==> src/rtl/parking_input_conditioner.sv <==
// -----------------------------------------------------------------------------
// parking_input_conditioner
//
// Front end for parking_system. It cleans up the two raw car sensors and
// collects a two-digit keypad password.
//   - Each raw sensor goes through a two-flop synchronizer and then a
//     debouncer. The debounced output flips only after the synchronized input
//     has disagreed with it for DEBOUNCE_CYCLES consecutive cycles.
//   - A three-state FSM (IDLE -> GOT1 -> READY) captures two 2-bit digits.
//     The pair is shown only in READY. READY lasts at most HOLD_CYCLES cycles
//     and ends early when the car leaves the entrance sensor.
//
// Parameters
//   DEBOUNCE_CYCLES  stable cycles needed to flip a debounced sensor (>= 2)
//   HOLD_CYCLES      cycle budget for the GOT1 wait and the READY hold (>= 2)
//
// Ports
//   clk                  system clock, rising edge
//   reset_n              asynchronous active-low reset
//   sensor_entrance_raw  raw entrance sensor (asynchronous to clk)
//   sensor_exit_raw      raw exit sensor (asynchronous to clk)
//   key_valid            one-cycle digit strobe from the keypad scanner
//   key_code[1:0]        digit value, sampled when key_valid = 1
//   key_clear            synchronous abort of password entry
//   sensor_entrance      debounced entrance sensor
//   sensor_exit          debounced exit sensor
//   password_1[1:0]      first digit, 0 outside READY
//   password_2[1:0]      second digit, 0 outside READY
//   pw_ready             high only while the pair is valid (READY)
// -----------------------------------------------------------------------------
module parking_input_conditioner #(
  parameter int DEBOUNCE_CYCLES = 16,
  parameter int HOLD_CYCLES     = 64
) (
  input  logic       clk,
  input  logic       reset_n,
  input  logic       sensor_entrance_raw,
  input  logic       sensor_exit_raw,
  input  logic       key_valid,
  input  logic [1:0] key_code,
  input  logic       key_clear,
  output logic       sensor_entrance,
  output logic       sensor_exit,
  output logic [1:0] password_1,
  output logic [1:0] password_2,
  output logic       pw_ready
);

  localparam int DEB_W  = $clog2(DEBOUNCE_CYCLES);
  localparam int HOLD_W = $clog2(HOLD_CYCLES);

  localparam logic [DEB_W-1:0]  DEB_LAST  = DEB_W'(DEBOUNCE_CYCLES - 1);
  localparam logic [HOLD_W-1:0] HOLD_LOAD = HOLD_W'(HOLD_CYCLES - 1);

  typedef enum logic [1:0] {
    IDLE  = 2'd0,
    GOT1  = 2'd1,
    READY = 2'd2
  } state_t;

  // Bit 0 is the entrance sensor and bit 1 is the exit sensor.
  logic [1:0]       raw;
  logic [1:0]       sync_p0;
  logic [1:0]       sync_p1;
  logic [1:0]       deb;
  logic [1:0]       flip;
  logic [DEB_W-1:0] deb_cnt [2];

  logic             ent_fall;

  state_t            state, state_nxt;
  logic [HOLD_W-1:0] hold_cnt, hold_cnt_nxt;
  logic [1:0]        d1, d1_nxt;
  logic [1:0]        d2, d2_nxt;

  assign raw = {sensor_exit_raw, sensor_entrance_raw};

  // A sensor flips on the edge where its mismatch has lasted DEBOUNCE_CYCLES
  // cycles. The counter holds DEB_LAST during that final cycle.
  always_comb begin
    flip = '0;
    for (int i = 0; i < 2; i++) begin
      flip[i] = (sync_p1[i] != deb[i]) && (deb_cnt[i] == DEB_LAST);
    end
  end

  // ---- stage p0/p1: two-flop synchronizer, then debounce counters ----
  always_ff @(posedge clk or negedge reset_n) begin
    if (!reset_n) begin
      sync_p0    <= '0;
      sync_p1    <= '0;
      deb        <= '0;
      deb_cnt[0] <= '0;
      deb_cnt[1] <= '0;
    end else begin
      sync_p0 <= raw;
      sync_p1 <= sync_p0;
      for (int i = 0; i < 2; i++) begin
        if (sync_p1[i] == deb[i]) begin
          deb_cnt[i] <= '0;
        end else if (flip[i]) begin
          deb[i]     <= ~deb[i];
          deb_cnt[i] <= '0;
        end else begin
          deb_cnt[i] <= deb_cnt[i] + 1'b1;
        end
      end
    end
  end

  assign sensor_entrance = deb[0];
  assign sensor_exit     = deb[1];

  // The entrance falling edge is taken from the flip condition itself. This
  // lets the FSM leave READY on the same edge that drops sensor_entrance, so
  // the password clears together with the sensor.
  assign ent_fall = deb[0] & flip[0];

  // Priority: key_clear > key_valid > entrance falling edge > counter expiry.
  always_comb begin
    state_nxt    = state;
    hold_cnt_nxt = hold_cnt;
    d1_nxt       = d1;
    d2_nxt       = d2;
    if (key_clear) begin
      state_nxt    = IDLE;
      hold_cnt_nxt = '0;
    end else if (key_valid) begin
      hold_cnt_nxt = HOLD_LOAD;
      if (state == GOT1) begin
        d2_nxt    = key_code;
        state_nxt = READY;
      end else begin
        // A digit in READY starts a new entry.
        d1_nxt    = key_code;
        state_nxt = GOT1;
      end
    end else begin
      unique case (state)
        GOT1: begin
          if (hold_cnt == '0) state_nxt = IDLE;
          else                hold_cnt_nxt = hold_cnt - 1'b1;
        end
        READY: begin
          if (ent_fall)            state_nxt = IDLE;
          else if (hold_cnt == '0) state_nxt = IDLE;
          else                     hold_cnt_nxt = hold_cnt - 1'b1;
        end
        default: state_nxt = IDLE;
      endcase
    end
  end

  // ---- stage p2: FSM registers and registered outputs ----
  // Outputs are decoded from the next state, so the pair appears on the same
  // edge that enters READY and never shows a half-entered pair.
  always_ff @(posedge clk or negedge reset_n) begin
    if (!reset_n) begin
      state      <= IDLE;
      hold_cnt   <= '0;
      d1         <= '0;
      d2         <= '0;
      pw_ready   <= 1'b0;
      password_1 <= '0;
      password_2 <= '0;
    end else begin
      state      <= state_nxt;
      hold_cnt   <= hold_cnt_nxt;
      d1         <= d1_nxt;
      d2         <= d2_nxt;
      pw_ready   <= (state_nxt == READY);
      password_1 <= (state_nxt == READY) ? d1_nxt : 2'd0;
      password_2 <= (state_nxt == READY) ? d2_nxt : 2'd0;
    end
  end

endmodule

==> config.mk <==
export PLATFORM = sky130hd
export DESIGN_NAME = parking_input_conditioner
export DESIGN_NICKNAME = d
export VERILOG_FILES = /design/src/rtl/parking_input_conditioner.sv
export SDC_FILE = /design/constraint.sdc
export NUM_CORES = 1
export LEC_CHECK = 0
export ABC_AREA = 1
export CAP_MARGIN = 20
export CORE_MARGIN = 2
export CORE_UTILIZATION = 40
export CTS_CLUSTER_SIZE = 14
export DETAILED_ROUTE_END_ITERATION = 6
export SETUP_SLACK_MARGIN = 0.05
export SLEW_MARGIN = 20
export SYNTH_ARGS = -nofsm -noshare
export SYNTH_HDL_FRONTEND = slang
export SYNTH_SLANG_ARGS = --single-unit
==> constraint.sdc <==
create_clock -name clk -period 1.6 [get_ports clk]
set_clock_uncertainty 0.05 [all_clocks]
set_input_delay 0.48 -clock clk [delete_from_list [all_inputs] [get_ports clk]]
set_output_delay 0.48 -clock clk [all_outputs]
set_load 0.005 [all_outputs]
# Yosys cells after proc, flatten, opt, wreduce, memory -nomap -nowiden
# Index checks and enable logic that the tools add are counted.
# word_totals
register_bits,31
input_bits,8
output_inout_bits,7
elab_cells,61
# op_classes
add_sub_neg,3
n_eq_ne,10
muxes,23
n_bitwise,5
reduce_logical,7
# ops
cell,n
two-way mux 2 bit,13
two-way mux 6 bit,4
two-way mux 4 bit,4
case mux 6 bit (2 select lines),1
adder 4 x 1 -> 4 bit (second input constant),2
equality test 4 bit (second input constant),2
logical NOT 6 bit,1
AND reduction 2 bit,3
subtractor 6 x 1 -> 6 bit (second input constant),1
equality test 2 bit (second input constant),2
!= test 4 bit (second input constant),1
inverter 1 bit,4
case mux 2 bit (2 select lines),1
nonzero test 4 bit,1
equality test 1 bit,2
equality test 2 x 1 -> 1 bit (second input constant),1
logical AND 1 bit,2
!= test 1 bit,2
AND 1 bit,1

# Depth between registers and ports, before layout
# Gate-level depths: netlist (run 1).
# depth
ltp_word,9
mapped_depth,9
mapped_depth_nobuf,9

# Least setup slack after synthesis (run 1)
# No wires, ideal clock.
# synth_path
kind,flip-flop to flip-flop
start,reg hold_cnt[0]
end,reg hold_cnt[4]
setup_time_ns,0.127
arrival_time_ns,1.171
t_required_ns,1.423
setup_slack_ns,0.253
path_stages_with_launch,10
path_buffers,0
period_less_slack_ns,1.347
path_cell_list,dfrtp_1 -> inv_1 -> ha_1 -> nand3_1 -> nand2_1 -> inv_1 -> nand2_1 -> nand2_2 -> nand3_1 -> o21ai_0
# synth_between
elab_chain_len,6
elab_cells_between_ends,7
cone_classes,1 x add/sub; 5 x mux; 1 x reduce/logical
# synth_rtl
item,line_no,source
from (decl),72,"logic [HOLD_W-1:0] hold_cnt, hold_cnt_nxt;"
from (signal assigned),168,hold_cnt <= hold_cnt_nxt;
subtractor 6 x 1 -> 6 bit or logical NOT 6 bit (tied branches),-,
two-way mux 6 bit (*),"141, 146",
two-way mux 6 bit,145,if (ent_fall) state_nxt = IDLE;
case mux 6 bit (2 select lines) (*),139,unique case (state)
two-way mux 6 bit (*),128,end else if (key_valid) begin
two-way mux 6 bit (*),125,if (key_clear) begin
# Mark *: on every way between the ends. The rest lies on a longest branch, timed or not. The select of a mux whose other input is x is not followed.
# A chain may end at the register's enable or synchronous reset.

# Final worst setup path (run 1)
# layout_path
start,reg password_2[1]
end,out password_2[1]
# layout_rtl
item,line_no,source
from (decl),45,"output logic [1:0] password_2,"
from (signal assigned),173,password_2 <= (state_nxt == READY) ? d2_nxt : 2'd0;
# No word-level cell between the ends.

==> out/qor.yml, run 1 <==
required_ns: 1.07
status: "finished, final reports clean"
cts_hold_buf: 0
critPathLaunchType: "flip-flop"
reg_top3: "deb_cnt x8, hold_cnt x6"
slew_viol_final: 0
initial_core_util_pct: 41.0
intPower_uw: 1200
grt-ovfl-total: 0
clockBufferDepth: 2
yosysMostFrequentCell: "dfrtp_1"
rsz0062_at_grt: "true"
viasPerCell: 4.72
cp-end-kind: "output port"
worstPathArrival_ns: 0.97
ys_async_sr_fraction_pct: 100
die_area_um2: 3850
final_cell_area_um2: 1750
vias: 1077
postSynthCellCount: 147
largest_reg_flops: 8
period_share_pct: 93.7
syn2layout_area_growth_pct: 30.0
peakVddDrop_uv: 465
dp_hpwl_um: 1720
drc: 0
drt-total-wl_um: 2460
power_frac_comb_pct: 14.6
cts_tree: "yes"
wire_per_inst_um: 10.8
syn_nets: 160
synth_common_cells: "dfrtp_1 (31), inv_1 (24), nand2_1 (22)"
synth-edff-count: 0
max_slew_margin_pct: 80.4
drt_first_pass_iters: 4
p_total_uw: 1650
netlist.area_leader.share_pct: 57.6
nNetsFinal: 194
portBuffers: 14
setup_viol: 0
max_slew.worst_pin.slew_ns: 0.294
synth_area_leaders: "dfrtp_1 (58%), inv_1 (6.7%), nand3_1 (6.3%)"
holdCritPathClass: "reg -> reg"
cp_slowest_stage_delay_ns: 0.38
numCtsBuffers: 5
first_global_vias: 1014
synth_area_um2: 1350
die_h_um: 62.0
grt_pass1_wl_um: 4210
gp_congestion: 0.821
drtAntennaViolNets: 0
core_area_um2: 3280
clock.fmax_mhz: 667
clk_latency_ns: 0.33
drt_iter0_drc: 48
regMostFlops: "deb_cnt"
hold_viol: 0
drive_above_1_share_pct: 17.6
critical_path_class: "reg -> out"
placedInstanceArea_um2: 1630
crit_fanout: 1
cts_max_level: 2
crit_buf_inv: 1
power_frac_seq_pct: 53.1
grt.total_usage_pct: 15.6
ios: 15
clk_pin_slew_worst_paths_ns: 0.10
clock-sinks: 31
ys_warn_count: 0
n_antenna_cell: 0
ys_seq_area_share_pct: 57.6
power_switching_uw: 448
avgSynthCellArea_um2: 9.17
cts-root-buf: "clkbuf_4"
synth-seq-cells: 31
power.density_nw_per_um2: 943
ys.flop_type: "dfrtp_1"
crit_chain: "dlygate4sd2_1"
clkPwrFrac_pct: 32.2
antenna_found_initial: 0
die_w_um: 62.0
layout_min_cycle_time_ns: 1.50
synth_top_area_cell: "dfrtp_1"
grt_max_degree: 32
swShare_pct: 27.1
synthDistinctLibCells: 16
rows: 21
critPathSlowestCell: "dfrtp_1"
crit_family: "flip-flops"
leakage_uw: 0.000891
cap_violations: 0
-- power groups by stage --
stage	Combinational, uW	Sequential (uW)	Clock, uW
final	242	877	532
after global routing	284	885	592
after CTS	231	877	553
after detailed placement	233	893	0
after global placement	226	890	0
after floorplan	139	884	0
-- final timing paths --
kind / from / to / slack (ns) / cells after the start
max: password_2[1] / password_2[1] / 0.10 / 1
min: sync_p0[1] / sync_p1[1] / 0.30 / 0
max reg2reg: state[0] / password_1[0] / 0.14 / 9
min reg2reg: sync_p0[1] / sync_p1[1] / 0.30 / 0
max in group asynchronous: reset_n / deb[0] / 0.90 / 2
min in group asynchronous: reset_n / deb[1] / 0.44 / 2
-- what timing repair did --
| action | in CTS | in global routing |
|---|---|---|
| pin swaps | 0 | 3 |
| resized for setup | 11 | 17 |
| endpoints found under the setup margin | 13 | 18 |
| buffers inserted | 2 | 0 |
| cloned | 0 | 1 |
-- area by class of cell --
type	instances	area, um2
repair buffers	26	236
clock buffers	7	65.1
fillers	317	1530
multi-input cells	93	519
well taps	46	57.6
inverters	24	90.1
clock inverters	1	7.51
flip-flops and latches	31	776
-- cell families (layout without fill, tap and decap cells) --
logic type | Yosys count | after routing | synth area share (%)
and+or+nand+nor | 62 | 63 | 20.4
adders and majority gates | 5 | 5 | 4.64
DFF | 31 | 31 | 57.6
xor gates and xnor gates | 5 | 5 | 3.25
buffers and inverters | 24 | 58 | 6.69
AOI/OAI and AO/OA | 20 | 20 | 7.43
-- per-layer routing --
layer  up-vias  routed length (um)  global-route usage (%)
li1        535                   -                       -
met5         -                   0                       0
met1       510                1080                    19.0
met2        24                1170                    23.4
met3         8                 133                    4.97
met4         0                  76                    10.9
-- per-stage QoR --
step	setup TNS, ns	setup WS, ns	hold slack, ns	util, %	cells
floorplan	0	0.253	0.134	-	147
global placement	-3.60	-0.319	0.283	49.7	217
detailed placement	-3.87	-0.372	0.286	49.7	217
CTS	0	0.0540	0.308	52.3	227
global route	0	0.00754	0.317	53.3	228
finish	0	0.101	0.305	53.3	228
-- cells in the final DEF (no fill, tap or decap), types with 4 or more instances in the layout --
cell | synthesis | routed
o21ai_1 | 0 | 4
clkdlybuf4s15_1 | 0 | 4
dfrtp_1 | 31 | 31
o21ai_0 | 14 | 10
dlygate4sd2_1 | 0 | 5
a21oi_1 | 6 | 6
clkbuf_4 | 0 | 5
buf_4 | 0 | 11
clkdlybuf4s50_1 | 0 | 5
nor2_1 | 16 | 15
inv_1 | 24 | 21
nand2_1 | 22 | 21
nand3_1 | 17 | 15
(Power assumes the default switching activity.)
==> run 2, diff against run 1 <==
GPL_TIMING_DRIVEN = 0   (was not set)
==> run 2 against run 1 <==
Sequential cell count unchanged. Final area fell by 3.1%. First-iteration DRC count increased by 13%.
==> out/qor.yml, run 2 (synthesis gave the netlist of run 1 again) <==
regMostFlops: "deb_cnt"
cp_slowest_stage_delay_ns: 0.37  # about the same
portBuffers: 14  # unchanged
numCtsBuffers: 5  # unchanged
crit_fanout: 1  # unchanged
first_global_vias: 960  # -5.3%
period_share_pct: 92.8  # -0.90 points
final_cell_mix: "dfrtp_1 (31), inv_1 (21), nand2_1 (20)"
gp_congestion: 0.708  # -14%
dp_hpwl_um: 1690  # -1.6%
critical_path_class: "reg -> out"
peakVddDrop_uv: 408  # -12%
max_slew.worst_pin.slew_ns: 0.674  # +0.380 ns
reg_top3: "deb_cnt x8, hold_cnt x6"
cts_max_level: 2  # unchanged
leakage_uw: 0.000866  # -2.8%
grt_max_degree: 32  # unchanged
crit_buf_inv: 1  # unchanged
clockBufferDepth: 2  # unchanged
r2r_start: "state[1]"
multiInputGateArea_um2: 543  # +4.6%
cts_hold_buf: 0  # unchanged
p_total_uw: 1540  # -6.5%
power.density_nw_per_um2: 910  # -3.4%
viasPerCell: 4.75  # +0.58%
seqCellArea_um2: 776  # unchanged
clk_pin_slew_worst_paths_ns: 0.10  # about the same
die_w_um: 62.0  # unchanged
initial_core_util_pct: 41.0  # unchanged
layout_min_cycle_time_ns: 1.48  # -0.0144 ns
slew_viol_final: 0  # unchanged
die_area_um2: 3850  # unchanged
drc: 0  # unchanged
rsz0062_at_grt: "true"
antenna_found_initial: 0  # unchanged
fillCellCount: 332  # +4.7%
crit_chain: "dlygate4sd2_1"
critPathLaunchType: "flip-flop"
nNetsFinal: 187  # -3.6%
r2r_slack_ns: 0.14  # about the same
drt_first_pass_iters: 5  # +1
critPathSlowestCell: "dfrtp_1"
grt.total_usage_pct: 14.1  # -1.6 points
cap_violations: 0  # unchanged
grt-ovfl-total: 0  # unchanged
wire_per_inst_um: 10.8  # -0.27%
hold_viol: 0  # unchanged
grt_pass1_wl_um: 3900  # -7.4%
drive_above_1_share_pct: 16.0  # -1.6 points
cp-end-kind: "output port"
clock-sinks: 31  # unchanged
rows: 21  # unchanged
syn2layout_area_growth_pct: 25.9
core_area_um2: 3280  # unchanged
ff2ff_path_depth: 8  # -1
status: "finished, final reports clean"
final_common_cell: "dfrtp_1"
required_ns: 1.07  # about the same
drtAntennaViolNets: 0  # unchanged
worstPathArrival_ns: 0.95  # -0.02 ns
clock.fmax_mhz: 674  # +0.97%
drt-total-wl_um: 2380  # -3.3%
crit_family: "flip-flops"
setup_viol: 0  # unchanged
largest_reg_flops: 8  # unchanged
r2r_end: "password_2[1]"
ios: 15  # unchanged
drt_iter0_drc: 54  # +13%
die_h_um: 62.0  # unchanged
vias: 1050  # -2.5%
clk_latency_ns: 0.33  # about the same
whs_ns: 0.123  # -0.181 ns
cts-root-buf: "clkbuf_4"
n_antenna_cell: 0  # unchanged
cts_tree: "yes"
fin_util_pct: 51.7  # -1.7 points
holdCritPathClass: "in -> async"
max_slew_margin_pct: 55.1  # -25 points
run 2: repair_timing:
| action | CTS | global route |
|---|---|---|
| buffers inserted | 5 | 1 |
| gates cloned | 0 | 0 |
| resized for setup | 12 | 19 |
| endpoints found under the setup margin | 15 | 17 |
| pin swaps | 2 | 3 |
run 2: cell type report:
cell class                 count  area share [%]
sequential                    31            45.7
multi-input combinational     92            32.0
timing repair buffer          20            10.4
inverter                      24            5.31
tap                           46            3.39
clock buffer                   6            2.43
clock inverter                 2           0.737
run 2: report_power, final:
group / internal [uW] / leakage, uW / switching, uW / total, uW
sequential: 844 / 0.000396 / 32.9 / 877
combinational: 91.2 / 0.000441 / 138 / 229
clock: 169 / 0.0000282 / 269 / 438
run 2: through the flow:
| step | cell area (um2) | cells | setup TNS [ns] | setup slack [ns] |
|---|---|---|---|---|
| final | 1700 | 221 | 0 | 0.116 |
| after global routing | 1700 | 221 | 0 | 0.0130 |
| after CTS | 1630 | 220 | 0 | 0.0636 |
| after detailed placement | 1540 | 207 | -5.61 | -0.554 |
| after global placement | 1550 | 207 | -22.80 | -0.558 |
| after floorplan | 1350 | 147 | 0 | 0.253 |
run 2: how the worst max path moves through the flow:
| stage | from | end | slack (ns) | cells past startpoint |
|---|---|---|---|---|
| after floorplan | hold_cnt[0] | hold_cnt[4] | 0.25 | 9 |
| after global placement | reset_n | password_1[1] | -0.56 | 1 |
| after detailed placement | key_valid | password_2[1] | -0.55 | 7 |
| after CTS | deb[0] | sensor_entrance | 0.06 | 1 |
| after global routing | state[1] | hold_cnt[2] | 0.01 | 9 |
| final | password_1[1] | password_1[1] | 0.12 | 1 |
run 2: layer usage:
metal	GRT usage [%]	wire, um	vias to the layer above	share of wire [%]
met1	16.2	965	506	41
met2	23.7	1280	18	54
met3	5.59	103	3	4.3
met5	0	0	-	0
met4	4.86	27	0	1.1
li1	-	-	523	-
==> run 3, diff against run 2 <==
ABC_AREA = not set   (was 1)
CTS_BUF_LIST = sky130_fd_sc_hd__clkbuf_2   (was not set)
==> run 3 against run 2 <==
The flow now finishes with violations (setup timing). Power fell by 2.3%. Combinational power rose by 27%. Routed wire length rose by 18%. Critical path depth rose by 4. Critical endpoint is now password_2[1]. Largest power group unchanged.
==> out/qor.yml, run 3 <==
status: "finished, violations left"
violations: "setup timing"
clockBufferDepth: 2  # unchanged
die_w_um: 63.8  # +2.8%
viasPerCell: 5.35  # +13%
die_h_um: 63.8  # +2.8%
holdCritPathClass: "in -> async"
power.density_nw_per_um2: 783  # -14%
largest_reg_flops: 8  # unchanged
cts_max_level: 2  # unchanged
dp_hpwl_um: 1770  # +4.8%
final_common_cell: "dfrtp_1"
grt.total_usage_pct: 15.7  # +1.7 points
drt-total-wl_um: 2810  # +18%
cp_slowest_stage_delay_ns: 0.53  # +0.16 ns
synth-seq-cells: 31  # unchanged
grt_max_degree: 32  # unchanged
max_slew.worst_pin.slew_ns: 0.659  # -0.0145 ns
synth-edff-count: 0  # unchanged
drtAntennaViolNets: 0  # unchanged
antenna_found_initial: 0  # unchanged
rsz0062_at_grt: "true"
wire_per_inst_um: 14.4  # +33%
swShare_pct: 28.0  # -0.51 points
hold_viol: 0  # unchanged
critical_path_class: "in -> reg"
cts_hold_buf: 0  # unchanged
fin_util_pct: 56.8  # +5.2 points
first_global_vias: 1111  # +16%
reg_top3: "deb_cnt x8, hold_cnt x6"
cts_tree: "yes"
placedInstanceArea_um2: 1620  # +5.0%
worstPathArrival_ns: 1.81  # +0.86 ns
place_ws_ns: -0.636  # -0.0817 ns
syn2layout_area_growth_pct: 34.8
drt_first_pass_iters: 6  # +1
grt-ovfl-total: 0  # unchanged
synth_common_cells: "dfrtp_1 (31), a311oi_1 (10), inv_1 (9)"
required_ns: 1.78  # +0.71 ns
final_cell_area_um2: 1930  # +13%
synth_area_leaders: "dfrtp_1 (54%), a311oi_1 (6.1%), ha_1 (4.4%)"
critPathLaunchType: "primary input"
drc: 0  # unchanged
critPathSlowestCell: "clkdlybuf4s50_1"
period_share_pct: 102  # +9.0 points
netlist.area_leader.share_pct: 54.3  # -3.3 points
drt_iter0_drc: 42  # -22%
cp-end-kind: "flip-flop"
whs_ns: 0.0882  # -0.0351 ns
n_antenna_cell: 0  # unchanged
clkPwrFrac_pct: 22.3  # -6.1 points
grt_pass1_wl_um: 4840  # +24%
setup_viol: 2  # +2
ys.flop_type: "dfrtp_1"
die_area_um2: 4070  # +5.6%
crit_buf_inv: 1  # unchanged
ys_warn_count: 0  # unchanged
nNetsFinal: 163  # -13%
cts-root-buf: "clkbuf_2"
numCtsBuffers: 5  # unchanged
yosysMostFrequentCell: "dfrtp_1"
crit_family: "buffers and inverters"
cap_violations: 0  # unchanged
leakage_uw: 0.000795  # -8.2%
core_area_um2: 3390  # +3.2%
layout_min_cycle_time_ns: 1.63  # +0.145 ns
final_cell_mix: "dfrtp_1 (29), buf_4 (12), inv_1 (7), clkbuf_2 (7)"
synth_area_um2: 1430  # +6.0%
startpoint: "key_valid"
power_frac_seq_pct: 58.4  # +1.6 points
ios: 15  # unchanged
synth_top_area_cell: "dfrtp_1"
syn_nets: 128  # -20%
regMostFlops: "deb_cnt"
synthDistinctLibCells: 36  # +20
power_frac_comb_pct: 19.2  # +4.4 points
avgSynthCellArea_um2: 12.4  # +36%
gp_congestion: 0.718  # +1.5%
vias: 1049  # -0.095%
crit_fanout: 4  # +3
clock-sinks: 31  # unchanged
drive_above_1_share_pct: 42.7  # +27 points
ys_seq_area_share_pct: 54.3  # -3.3 points
peakVddDrop_uv: 584  # +43%
max_slew_margin_pct: 56.1  # +0.96 points
ys_async_sr_fraction_pct: 100  # unchanged
crit_chain: "clkdlybuf4s50_1 -> nor2b_2 -> nand2_1 -> mux2_2 -> nor4b_2"
clk_latency_ns: 0.35  # +0.02 ns
clock.fmax_mhz: 614  # -8.9%
initial_core_util_pct: 42.2  # +1.1 points
portBuffers: 13  # -1
slew_viol_final: 0  # unchanged
power_switching_uw: 422  # -4.1%
p_total_uw: 1510  # -2.3%
rows: 21  # unchanged
fin_ws_ns: -0.0290  # -0.145 ns
r2r_start: "hold_cnt[1]"
clk_pin_slew_worst_paths_ns: 0.15  # +0.05 ns
intPower_uw: 1090  # -1.7%
postSynthCellCount: 115  # -22%
## run 3: changes by cell type after synthesis, sizes merged, moves of 6 or more
| cell | delta |
|---|---|
| a311oi | +10 |
| mux2 | +6 |
| o21ai | -12 |
| inv | -15 |
| nand3 | -14 |
| nand2 | -22 |
| nor2 | -12 |
| nor2b | +7 |
## run 3: cells by family after synthesis
group / count (synthesis) / synth area share (%)
AOI/OAI and AO/OA: 24 / 13.4
xor gates and xnor gates: 4 / 2.45
adders and majority gates: 5 / 4.38
buffers and inverters: 11 / 3.41
DFF: 31 / 54.3
muxes: 6 / 4.73
and+or+nand+nor: 34 / 17.3
## run 3: final cells by class
type | count | area (um2)
fillers | 283 | 1460
flip-flops and latches | 31 | 778
multi-input cells | 73 | 764
repair buffers | 28 | 239
well taps | 46 | 57.6
inverters | 9 | 33.8
clock buffers | 5 | 25.0
plain buffers | 2 | 18.8
clock inverters | 2 | 8.76
## run 3: worst paths after layout
check / to / slack, ns / depth (start not counted)
max: password_2[1] / -0.03 / 5
min: d2[1] / 0.09 / 1
max reg2reg: password_1[1] / 0 / 6
min reg2reg: sync_p1[1] / 0.32 / 0
max in group asynchronous: hold_cnt[3] / 0.93 / 1
min in group clk: hold_cnt[1] / 0.30 / 2
## run 3: stage by stage
step	setup TNS [ns]	cells
after floorplan	0	115
after global placement	-22.58	174
after detailed placement	-6.70	174
after CTS	-0.0823	191
after global routing	-0.646	196
final	-0.0373	196
## run 3: routing by layer
layer	share of wire (%)	vias up	track usage, %
met3	4.4	9	4.93
met1	40	524	18.3
li1	-	495	-
met5	0	-	0
met2	53	21	25.7
met4	2.6	0	8.70
## run 3: worst register-to-register path, stage by stage, from the launching register on
cell and delay (ns):
dfrtp_1 0.42, inv_1 0.12, ha_4 0.21, a31oi_4 0.11, buf_4 0.16, o2111a_2 0.18, nor4b_2 0.27
## run 3: power by group through the flow
stage	clock network (uW)	registers (uW)	logic, uW
global placement	0	890	197
CTS	359	879	253
finish	337	881	290
floorplan	0	885	141
detailed placement	0	893	205
global route	396	888	319
## run 3: what timing repair did
item / CTS / global route
endpoints found under the hold margin: 0 / 0
pin swaps: 16 / 7
endpoints found under the setup margin: 22 / 21
gates resized for setup: 35 / 18
setup buffers: 10 / 5
